<file path="src/rtl/servo_pwm_decoder_pkg.sv">
// Shared types and constants for the servo PWM receive path.
package servo_pwm_decoder_pkg;

  localparam int ANGLE_W = 8;
  localparam int TICK_W  = 10;

  // Cycles ARM waits after reset for the synchronizer and edge flop to fill.
  localparam logic [1:0] ARM_FILL = 2'd3;

  typedef enum logic [1:0] {
    ST_ARM  = 2'd0,
    ST_IDLE = 2'd1,
    ST_HIGH = 2'd2,
    ST_EVAL = 2'd3
  } state_t;

  // Convert a measured tick count into an angle code: ticks below or equal
  // to the offset map to 0, and anything beyond the 8-bit range saturates.
  function automatic logic [ANGLE_W-1:0] ticks_to_angle(
    input logic [TICK_W-1:0] ticks,
    input logic [TICK_W-1:0] offset
  );
    logic [TICK_W-1:0] diff;
    logic [TICK_W-1:0] limit;
    logic [ANGLE_W-1:0] res;
    limit = TICK_W'((1 << ANGLE_W) - 1);
    diff  = ticks - offset;
    if (ticks <= offset) begin
      res = '0;
    end else if (diff > limit) begin
      res = '1;
    end else begin
      res = diff[ANGLE_W-1:0];
    end
    return res;
  endfunction

endpackage

</file>
<file path="src/rtl/servo_pwm_decoder_sync_edge.sv">
// Two-flop synchronizer followed by an edge-detect flop.
// Rising and falling edges both appear with the same latency, so pulse
// widths measured from rise/fall equal the raw input widths.
module servo_pwm_decoder_sync_edge (
  input  logic clk,
  input  logic rst_n,
  input  logic d_in,
  output logic level,
  output logic rise,
  output logic fall
);

  logic sync1_q;
  logic sync2_q;
  logic prev_q;

  // Synchronize the asynchronous input and keep one cycle of history.
  always_ff @(posedge clk or negedge rst_n) begin
    if (!rst_n) begin
      sync1_q <= 1'b0;
      sync2_q <= 1'b0;
      prev_q  <= 1'b0;
    end else begin
      sync1_q <= d_in;
      sync2_q <= sync1_q;
      prev_q  <= sync2_q;
    end
  end

  assign level = sync2_q;
  assign rise  = sync2_q & ~prev_q;
  assign fall  = ~sync2_q & prev_q;

endmodule

</file>
<file path="src/rtl/servo_pwm_decoder.sv">
// Servo PWM receive decoder: measures pulse high time in ticks of STEP_CYC
// clocks and converts it to the 8-bit angle code used by the servo driver.
//
// Output semantics: angle_stb is a single-cycle valid with no ready; angle
// changes only in the cycle angle_stb is high and holds otherwise. err is a
// single-cycle flag for a rejected pulse and never coincides with angle_stb.
// lost is a level that rises after TIMEOUT_CYC clocks without a rising edge
// and falls with the next accepted angle. The FSM state is held in state_q.
module servo_pwm_decoder
  import servo_pwm_decoder_pkg::*;
#(
  parameter int unsigned STEP_CYC        = 47,
  parameter int unsigned OFFSET_TICKS    = 255,
  parameter int unsigned MIN_VALID_TICKS = 200,
  parameter int unsigned MAX_VALID_TICKS = 600,
  parameter int unsigned TIMEOUT_CYC     = 300000
) (
  input  logic               clk,
  input  logic               rst,
  input  logic               servo_in,
  output logic [ANGLE_W-1:0] angle,
  output logic               angle_stb,
  output logic               err,
  output logic               lost
);

  localparam int PW   = (STEP_CYC > 1) ? $clog2(STEP_CYC) : 1;
  localparam int WD_W = $clog2(TIMEOUT_CYC + 1);

  localparam logic [PW-1:0]     PRESC_LAST = PW'(STEP_CYC - 1);
  localparam logic [TICK_W-1:0] TICK_MAX   = '1;
  localparam logic [TICK_W-1:0] MIN_T      = TICK_W'(MIN_VALID_TICKS);
  localparam logic [TICK_W-1:0] MAX_T      = TICK_W'(MAX_VALID_TICKS);
  localparam logic [TICK_W-1:0] OFFSET_T   = TICK_W'(OFFSET_TICKS);
  localparam logic [WD_W-1:0]   WD_MAX     = WD_W'(TIMEOUT_CYC);

  logic level;
  logic rise;
  logic fall;

  state_t              state_q,   state_d;
  logic [1:0]          arm_cnt_q, arm_cnt_d;
  logic [PW-1:0]       presc_q,   presc_d;
  logic [TICK_W-1:0]   ticks_q,   ticks_d;
  logic [WD_W-1:0]     wd_q,      wd_d;
  logic [ANGLE_W-1:0]  angle_q,   angle_d;
  logic                stb_q,     stb_d;
  logic                err_q,     err_d;
  logic                lost_q,    lost_d;
  logic                accept;

  servo_pwm_decoder_sync_edge u_sync_edge (
    .clk   (clk),
    .rst_n (rst),
    .d_in  (servo_in),
    .level (level),
    .rise  (rise),
    .fall  (fall)
  );

  // Pulse measurement FSM: arm, wait for rise, count ticks while high, judge.
  always_comb begin
    state_d   = state_q;
    arm_cnt_d = arm_cnt_q;
    presc_d   = presc_q;
    ticks_d   = ticks_q;
    angle_d   = angle_q;
    stb_d     = 1'b0;
    err_d     = 1'b0;
    accept    = 1'b0;
    case (state_q)
      ST_ARM: begin
        // Let the synchronizer fill first, so a pulse in progress at reset
        // exit is seen as high and skipped rather than measured.
        if (arm_cnt_q != ARM_FILL) begin
          arm_cnt_d = arm_cnt_q + 1'b1;
        end else if (!level) begin
          state_d = ST_IDLE;
        end
      end
      ST_IDLE: begin
        if (rise) begin
          presc_d = '0;
          ticks_d = '0;
          state_d = ST_HIGH;
        end
      end
      ST_HIGH: begin
        if (presc_q == PRESC_LAST) begin
          presc_d = '0;
          if (ticks_q != TICK_MAX) begin
            ticks_d = ticks_q + 1'b1;
          end
        end else begin
          presc_d = presc_q + 1'b1;
        end
        if (fall) begin
          state_d = ST_EVAL;
        end
      end
      ST_EVAL: begin
        if ((ticks_q < MIN_T) || (ticks_q > MAX_T)) begin
          err_d = 1'b1;
        end else begin
          angle_d = ticks_to_angle(ticks_q, OFFSET_T);
          stb_d   = 1'b1;
          accept  = 1'b1;
        end
        state_d = ST_IDLE;
      end
      default: state_d = ST_ARM;
    endcase
  end

  // Signal-loss watchdog; an acceptance in the same cycle overrides timeout.
  always_comb begin
    if (rise) begin
      wd_d = '0;
    end else if (wd_q != WD_MAX) begin
      wd_d = wd_q + 1'b1;
    end else begin
      wd_d = wd_q;
    end
    lost_d = lost_q;
    if (wd_d == WD_MAX) begin
      lost_d = 1'b1;
    end
    if (accept) begin
      lost_d = 1'b0;
    end
  end

  // State, counters and registered outputs.
  always_ff @(posedge clk or negedge rst) begin
    if (!rst) begin
      state_q   <= ST_ARM;
      arm_cnt_q <= '0;
      presc_q   <= '0;
      ticks_q   <= '0;
      wd_q      <= '0;
      angle_q   <= '0;
      stb_q     <= 1'b0;
      err_q     <= 1'b0;
      lost_q    <= 1'b1;
    end else begin
      state_q   <= state_d;
      arm_cnt_q <= arm_cnt_d;
      presc_q   <= presc_d;
      ticks_q   <= ticks_d;
      wd_q      <= wd_d;
      angle_q   <= angle_d;
      stb_q     <= stb_d;
      err_q     <= err_d;
      lost_q    <= lost_d;
    end
  end

  assign angle     = angle_q;
  assign angle_stb = stb_q;
  assign err       = err_q;
  assign lost      = lost_q;

endmodule
</file>
<file path="config.mk">
export PLATFORM = sky130hd
export DESIGN_NAME = servo_pwm_decoder
export DESIGN_NICKNAME = d
export VERILOG_FILES = /design/src/rtl/servo_pwm_decoder_pkg.sv /design/src/rtl/servo_pwm_decoder_sync_edge.sv /design/src/rtl/servo_pwm_decoder.sv
export SDC_FILE = /design/constraint.sdc
export NUM_CORES = 1
export LEC_CHECK = 0
export CAP_MARGIN = 0
export CORE_ASPECT_RATIO = 1.5
export CORE_MARGIN = 5
export CORE_UTILIZATION = 54
export CTS_CLUSTER_DIAMETER = 80
export DETAILED_ROUTE_END_ITERATION = 16
export PLACE_DENSITY = 0.75
export SYNTH_ARGS = -nofsm -noshare
export SYNTH_HDL_FRONTEND = slang
export SYNTH_HIERARCHICAL = 1
export SYNTH_SLANG_ARGS = --single-unit
</file>
<file path="constraint.sdc">
create_clock -name clk -period 2 [get_ports clk]
set_clock_uncertainty 0.15 [all_clocks]
set_input_delay 0.4 -clock clk [delete_from_list [all_inputs] [get_ports clk]]
set_output_delay 0.4 -clock clk [all_outputs]
set_load 0.005 [all_outputs]
</file>
Word-level counts from Yosys, hierarchy flattened:

Index checks and enable logic that the tools add are counted.

* bits in registers: 53
* input port bits: 3
* word-level logic and storage cells: 71

* $add $sub $neg: 5
* magnitude comparators: 4
* eq/ne operators: 14
* muxes and demuxes: 22
* bitwise operators: 5
* reductions and logical operators: 9

Operators with widths (number)
* $mux W19: 2
* $mux W10: 3
* $pmux W10 S2: 1
* $add A19 B1 Y19 const B: 1
* $eq A19 B19 Y1 const B: 1
* $ne A19 B19 Y1 const B: 1
* $mux W8: 2
* $ne A2 B2 Y1 const B: 7
* $mux W6: 2
* $pmux W6 S2: 1
* $add A10 B1 Y10 const B: 1
* $gt A10 B10 Y1 const B: 1
* $gt A10 B8 Y1 const B: 1
* $le A10 B8 Y1 const B: 1
* $lt A10 B8 Y1 const B: 1
* $ne A10 B10 Y1 const B: 1
* $sub A10 B8 Y10 const B: 1
* $mux W2: 4
* $pmux W2 S4: 1
* $reduce_and A4 Y1: 2
* $add A6 B1 Y6 const B: 1
* $eq A6 B6 Y1 const B: 1
* $mux W1: 6
* $reduce_and A2 Y1: 3
* other kinds (8): 13

Depth between registers and ports, before layout:

Gate-level depths: netlist of the first run.

* word-level depth: 6
* gate-level depth with buffers: 8
* mapped depth without buffers: 8

Modules after synthesis:

The synthesis of the first run kept the hierarchy.

Modules (own cells, without submodules)
* servo_pwm_decoder: instances 1, cells each 306, area an instance 2941.6 um^2, sequential area each 1252.5 um^2
* servo_pwm_decoder_sync_edge: instances 1, cells each 5, area an instance 90.1 um^2, sequential area each 75.1 um^2

Worst setup path before layout of the first run:

OpenSTA, ideal clock, no wires.

* path kind: reg-to-reg
* from: register ticks_q[0]
* to: register ticks_q[5]
* setup time: 0.121 ns
* arrival: 1.845 ns
* data required time: 1.729 ns
* setup slack: -0.116 ns
* stages on the path, launching flop included: 9
* period minus slack after synthesis: 2.116 ns
* path through: dfrtp_1 > ha_1 > nand3_2 > or3_1 > buf_2 > o211ai_4 > nor3_1 > a21o_1 > a22o_1

* word-level cells in the longest chain between the ends: 4
* elaborated cells between the ends (all ways): 7

RTL lines
* from (decl): RTL line servo_pwm_decoder.sv:44 `logic [TICK_W-1:0] ticks_q, ticks_d;`
* from (signal assigned): RTL line servo_pwm_decoder.sv:149 `ticks_q <= ticks_d;`
* $add A10 B1 Y10: RTL line servo_pwm_decoder.sv:92 `ticks_d = ticks_q + 1'b1;`
* $mux W10: RTL line servo_pwm_decoder.sv:91 `if (ticks_q != TICK_MAX) begin`
* $mux W10: RTL line servo_pwm_decoder.sv:89 `if (presc_q == PRESC_LAST) begin`
* $pmux W10 S2: RTL line servo_pwm_decoder.sv:71 `case (state_q)`

Several ways; a longest one is shown, not always the timed one. The select of a mux whose other input is x is not followed.
A chain may end at the register's enable or synchronous reset.

Final worst setup path of the first run:

* from: register ticks_q[0]
* to: register ticks_q[9]

The elaborated chain is that of the path after synthesis.

==> qor.csv, run 1 <==
stage,metric,value,unit
outcome,status,"finished, violations left",
outcome,failing checks,negative setup slack,
setup_path,crit-path cells,ha_2 -> nand3_2 -> or3_4 -> o211ai_4 -> buf_6 -> nor4_4 -> xnor2_1 -> nor2_1,
placed_design,"worst slack, placed",-0.164,ns
power_and_ir_drop,Sw Ratio,34.0,%
placed_design,DP HPWL,5.34,mm
setup_path,FF-to-FF End,ticks_q[9],
grt,first-pass GRT wire length,12.8,mm
setup_path,crit-path max FO,6,
setup_path,R2R setup slack,-0.19,ns
power_and_ir_drop,pwr dens,763,nW/um^2
synth,syn_area_per_cell,9.75,sq um
grt,largest net degree at the start of global routing,22,
routing,first drt pass iteration count,4,
setup_path,critical path arrival,2.24,ns
timing,Worst Max-Slew Pin Slew,0.528,ns
final_layout,"commonest non-fill, non-tap cell in the layout",buf_4,
timing,total negative slack,-1.55,ns
synth,post-synthesis register bit count,53,
placed_design,Cells after DPL,450,
timing,fin crit share,109,%
synth,Mapped Nets,326,
power_and_ir_drop,NetSw,1.12,mW
hold_path,Worst Hold Class,flop to flop,
timing,Final setup viols,18,
floorplanning,Starting Density,55.6,%
cts,later-pin clock latency in the skew report,0.31,ns
setup_path,Setup CP Type,flop to flop,
synth,Post-synth EDFFs,0,
floorplanning,core region area,5450,sq um
cts,clock transition at the registers of the reported paths,0.10,ns
setup_path,Crit path largest cell delay,0.42,ns
power_and_ir_drop,Pint,2.18,mW
hold_path,Hold Crit Depth,0,
cts,CTS Sinks,53,
power_and_ir_drop,Max VDD drop,625,uV
cts,Root Driver,clkbuf_8,
power_and_ir_drop,combinational share of power,39.3,%
routing,vias,2833,
routing,drt total wl,8.69,mm
synth,Post-synth top flop,dfrtp_1,
synth,synth warn,6,
synth,Gate Count Post-Synth,311,
routing,antenna-violating nets left,0,
placed_design,I/O Buffers,13,
routing,initial drt markers,152,
setup_path,slowest library cell on the worst path,dfrtp_1,
grt,vias in the first global route,2853,
final_layout,Final Instance Area,4330,sq um
final_layout,layout cell share with drive strength beyond 1,39.6,%
cts,CTS Buf Count,5,
grt,global route overflow,0,
synth,ys async rst share,100,%
job,Max Cap Viol,0,
final_layout,Fill cells,294,
timing,Rel. slew slack,64.8,%
floorplanning,die area,7240,sq um
timing,Final WS setup,-0.188,ns
routing,drt wl/cell,18.0,microns
synth,unique cell type count in the Yosys netlist,50,
setup_path,Reg2Reg Depth,8,
final_layout,"commonest cells after routing, fill and taps aside","buf_4, dfrtp_1, nand2_1",
timing,"Hold Vio Cnt, Final",0,
grt,total track usage,22.1,%
hold_path,hold_sp,u_sync_edge/sync1_q,
floorplanning,Die Ht,102,microns
timing,Period minus WS final,2.19,ns
timing,Pins Over Slew Limit,0,
floorplanning,Site Rows,33,
placed_design,GPL Wtd Cong,0.883,
setup_path,CP Data Required Time,2.05,ns
floorplanning,Die X,71.2,microns
setup_path,Critical Path Sink Type,flop,
final_layout,"non-filler cells, final",482,
floorplanning,io pins,14,
power_and_ir_drop,Leak Pwr,1.95,nW
power_and_ir_drop,sequential share of power,37.9,%
grt,initial antenna violation count,0,
cts,H-tree depth,2,
final_layout,synthesis-to-finish area growth,42.8,%
cts,CTS tree,done,
timing,f_max,0.457,GHz
setup_path,crit start category,flop,
final_layout,Diodes inserted,0,
routing,DRC,0,
routing,vias per inst,5.88,
hold_path,WHS Endpoint,u_sync_edge/level,
final_layout,Util after Layout,79.4,%
final_layout,Final #Nets,426,
timing,unrepaired setup endpoints after global routing,yes,
placed_design,"Cell Area, Placed",3750,sq um
power_and_ir_drop,clock share of power,22.8,%
synth,"Seq/Total Area, Yosys",43.8,%
synth,synthesized area,3030,sq um
cts,CTS Buffer Depth,2,
setup_path,Worst R2R Start,ticks_q[0],
==> power by group through the flow <==
stage / logic (mW) / registers (mW) / clock network [mW]
floorplan: 0.480 / 1.26 / 0
global placement: 0.881 / 1.26 / 0
detailed placement: 0.913 / 1.26 / 0
CTS: 1.08 / 1.24 / 0.760
global route: 1.40 / 1.26 / 0.800
finish: 1.30 / 1.25 / 0.752
==> sequential cells by signal, indices dropped and copies added, names as in the netlist <==
name                 flops
u_sync_edge/sync1_q      1
state_q                  2
u_sync_edge/level        1
err                      1
wd_q                    19
angle                    8
ticks_q                 10
u_sync_edge/prev_q       1
arm_cnt_q                2
presc_q                  6
lost                     1
angle_stb                1
==> through the flow <==
step / hold slack (ns) / power (mW)
detailed placement: 0.190 / 2.18
finish: 0.229 / 3.30
global placement: 0.187 / 2.14
global route: 0.242 / 3.46
CTS: 0.219 / 3.09
floorplan: -0.0456 / 1.74
==> cell usage after synthesis (2+ instances only) <==
cell type	number	share of area (%)
a21o_1	3	0.74
a21oi_1	5	0.83
a22o_1	14	4.0
and2_1	2	0.41
and3_1	3	0.62
buf_2	10	1.7
clkbuf_1	7	0.87
dfrtp_1	52	43
ha_1	12	5.0
inv_1	11	1.4
mux2_2	2	0.74
mux2i_1	6	2.0
nand2_1	30	3.7
nand2b_1	12	2.5
nand3_1	16	2.6
nand3_2	3	0.99
nand4_1	9	1.9
nor2_1	25	3.1
nor2b_1	4	0.83
nor3_1	14	2.3
nor4_1	4	0.83
o21ai_0	14	2.3
o31ai_1	3	0.74
o31ai_4	2	1.4
or3_1	3	0.62
xnor2_1	14	4.0
xor2_1	8	2.3
==> kinds of logic (layout without fill, tap and decap cells) <==
group | after synthesis | after routing | share of synthesized area (%)
simple gates | 136 | 136 | 24.4
buf+inv | 29 | 130 | 4.13
fa+ha+maj | 12 | 12 | 4.95
xor+xnor | 22 | 22 | 6.36
flops | 53 | 53 | 43.8
mux | 8 | 8 | 2.72
compound gates | 51 | 51 | 13.6
==> metal layers <==
metal	GRT usage (%)	vias to the layer above	share of wire (%)	wire length, microns
met2	41.6	97	56	4870
met1	24.3	1410	36	3150
li1	-	1295	-	-
met4	9.70	0	4.2	361
met3	3.28	31	3.5	302
met5	0	-	0	0
==> area by class of cell <==
class,instances,area (sq um),area share (%)
Multi-Input combinational cell,229,1800,41.7
Sequential cell,53,1330,30.8
Timing Repair Buffer,111,945,21.8
Tap cell,70,87.6,2.02
Clock buffer,5,68.8,1.59
Clock inverter,3,46.3,1.07
Inverter,11,46.3,1.07
==> worst max-delay path by stage <==
stage	slack, ns	to	cells after the start	from
floorplan	-0.05	ticks_q[5]	8	ticks_q[0]
global placement	-0.11	ticks_q[5]	7	ticks_q[1]
detailed placement	-0.16	ticks_q[6]	7	ticks_q[1]
CTS	-0.08	lost	8	wd_q[0]
global route	-0.25	lost	7	wd_q[1]
finish	-0.19	ticks_q[9]	8	ticks_q[0]
==> worst max-delay path: cells and delay by family (launching register included) <==
kind,cells,cell delay (ns)
and+or+nand+nor,4,0.59
AOI/OAI and AO/OA,1,0.24
adders and majority gates,1,0.22
buffers and inverters,1,0.17
xor gates and xnor gates,1,0.29
DFF,1,0.42
==> repair_timing <==
| action | CTS | global route |
|---|---|---|
| resized for setup | 24 | 41 |
| pin swaps | 13 | 30 |
| cloned | 0 | 1 |
| hold buffers | 1 | 0 |
| setup buffers | 11 | 12 |
| endpoints found under the setup margin | 21 | 26 |
| endpoints found under the hold margin | 18 | 0 |
Power figures use the tool's default switching activity.
==> run 2: changes to the inputs <==
CORE_UTILIZATION = 40   (was 54)
PLACE_DENSITY = default   (was 0.75)
SETUP_SLACK_MARGIN = 0.3   (was default)
==> qor.csv, run 2 (synthesized netlist as in run 1, its figures left out) <==
stage,metric,value,unit
placed_design,Cells after DPL,477,
floorplanning,Die X,81.1,microns
timing,"Hold Vio Cnt, Final",0,
timing,Period minus WS final,2.07,ns
timing,Final WS setup,-0.0738,ns
final_layout,max reg flops,19,
timing,Pins Over Slew Limit,0,
timing,Worst Max-Slew Pin Slew,0.327,ns
timing,Rel. slew slack,78.0,%
setup_path,critical path arrival,2.15,ns
setup_path,crit start category,flop,
routing,routed wl met2,4.59,mm
final_layout,"commonest cells after routing, fill and taps aside","buf_4, dfrtp_1, nor2_1",
routing,vias per inst,5.19,
setup_path,R2R setup slack,-0.07,ns
grt,first-pass GRT wire length,13.1,mm
cts,later-pin clock latency in the skew report,0.30,ns
routing,drt wl/cell,15.8,microns
cts,CTS tree,done,
cts,CTS Buf Count,5,
setup_path,Crit path largest cell delay,0.40,ns
cts,clock transition at the registers of the reported paths,0.07,ns
timing,Final setup viols,2,
grt,initial antenna violation count,0,
final_layout,layout cell share with drive strength beyond 1,47.2,%
final_layout,Final #Nets,421,
power_and_ir_drop,Leak Pwr,2.03,nW
final_layout,Reg with most FFs,wd_q,
timing,unrepaired setup endpoints after global routing,yes,
routing,met3 wire length,158,microns
setup_path,FF-to-FF End,lost,
routing,drt total wl,8.06,mm
grt,total track usage,17.8,%
routing,first drt pass iteration count,4,
floorplanning,Site Rows,39,
routing,antenna-violating nets left,0,
power_and_ir_drop,pwr dens,813,nW/um^2
final_layout,Diodes inserted,0,
power_and_ir_drop,Max VDD drop,551,uV
outcome,failing checks,negative setup slack,
routing,Top Metal Used,met4,
setup_path,crit-path cells,buf_6 -> inv_2 -> ha_2 -> nand4_1 -> nor3_4 -> buf_4 -> nand3b_1 -> a2111oi_4 -> a32o_2,
timing,f_max,0.482,GHz
setup_path,Critical Path Sink Type,flop,
floorplanning,core region area,7510,sq um
routing,initial drt markers,71,
routing,met1 wire length,3.09,mm
placed_design,DP HPWL,5.28,mm
final_layout,Final Instance Area,4520,sq um
hold_path,Worst Hold Class,flop to flop,
setup_path,CP Data Required Time,2.08,ns
grt,largest net degree at the start of global routing,54,
grt,global route overflow,0,
setup_path,Worst R2R Start,wd_q[0],
placed_design,I/O Buffers,13,
timing,fin crit share,104,%
placed_design,GPL Wtd Cong,0.957,
routing,vias,2643,
setup_path,slowest library cell on the worst path,dfrtp_1,
floorplanning,Starting Density,40.3,%
placed_design,"Cell Area, Placed",3740,sq um
grt,vias in the first global route,2799,
power_and_ir_drop,total power,3.67,mW
final_layout,"commonest non-fill, non-tap cell in the layout",buf_4,
setup_path,crit-path max FO,5,
setup_path,Reg2Reg Depth,9,
final_layout,"non-filler cells, final",509,
cts,CTS Sinks,53,
final_layout,synthesis-to-finish area growth,49.0,%
routing,DRC,0,
hold_path,WHS Endpoint,u_sync_edge/level,
floorplanning,die area,9460,sq um
job,Max Cap Viol,0,
final_layout,Util after Layout,60.1,%
floorplanning,Die Ht,117,microns
cts,H-tree depth,2,
floorplanning,io pins,14,
outcome,status,"finished, violations left",
hold_path,hold_sp,u_sync_edge/sync1_q,
cts,Root Driver,clkbuf_16,
hold_path,Hold Crit Depth,0,
setup_path,Setup CP Type,flop to flop,
cts,CTS Buffer Depth,2,
[run 2: routing by layer]
layer  track usage (%)  vias to the layer above
met5                 0                        -
met4              5.64                        0
met3              2.85                       20
met2              33.2                       33
met1              20.3                     1316
li1                  -                     1274
[run 2: final cells by class]
class	instances	area [sq um]
clock buffers	6	139
clock inverters	2	37.5
repair buffers	105	878
fillers	658	3000
flip-flops and latches	53	1340
multi-input cells	230	1950
inverters	11	41.3
well taps	102	128
[run 2: metrics by stage]
stage,TNS [ns],worst slack [ns],hold slack (ns)
final,-0.104,-0.0738,0.202
after global routing,-1.29,-0.196,0.217
after CTS,-0.0717,-0.0381,0.204
after detailed placement,-1.53,-0.122,0.189
after global placement,-0.866,-0.0905,0.190
after floorplan,-0.188,-0.0457,-0.0456
[run 2: worst max path at each step]
stage,startpoint,endpoint,depth (start not counted)
after floorplan,ticks_q[0],ticks_q[8],8
after global placement,wd_q[1],lost,7
after detailed placement,ticks_q[1],ticks_q[2],7
after CTS,ticks_q[1],ticks_q[7],8
after global routing,wd_q[0],lost,7
final,wd_q[0],lost,9
[run 2: worst max-delay path: cells and delay by family (launching register included)]
kind | cells | cell delay [ns]
AO/OA/AOI/OAI | 2 | 0.33
AND/OR/NAND/NOR | 3 | 0.60
adder cells (fa/ha/maj) | 1 | 0.17
buffers and inverters | 3 | 0.36
flip-flops | 1 | 0.40
[run 2: report_power, final]
group / internal, mW / switching, mW
Clock: 0.625 / 0.406
Combinational: 0.714 / 0.658
Sequential: 1.17 / 0.0995
[run 2: what timing repair did]
action                                 4_1_cts  5_1_grt
hold buffers                                 1        0
pin swaps                                   20       15
gates cloned                                 1        0
setup endpoints to repair                   42       40
endpoints found under the hold margin       52        0
gates resized for setup                     61       57
setup buffers                               11       11
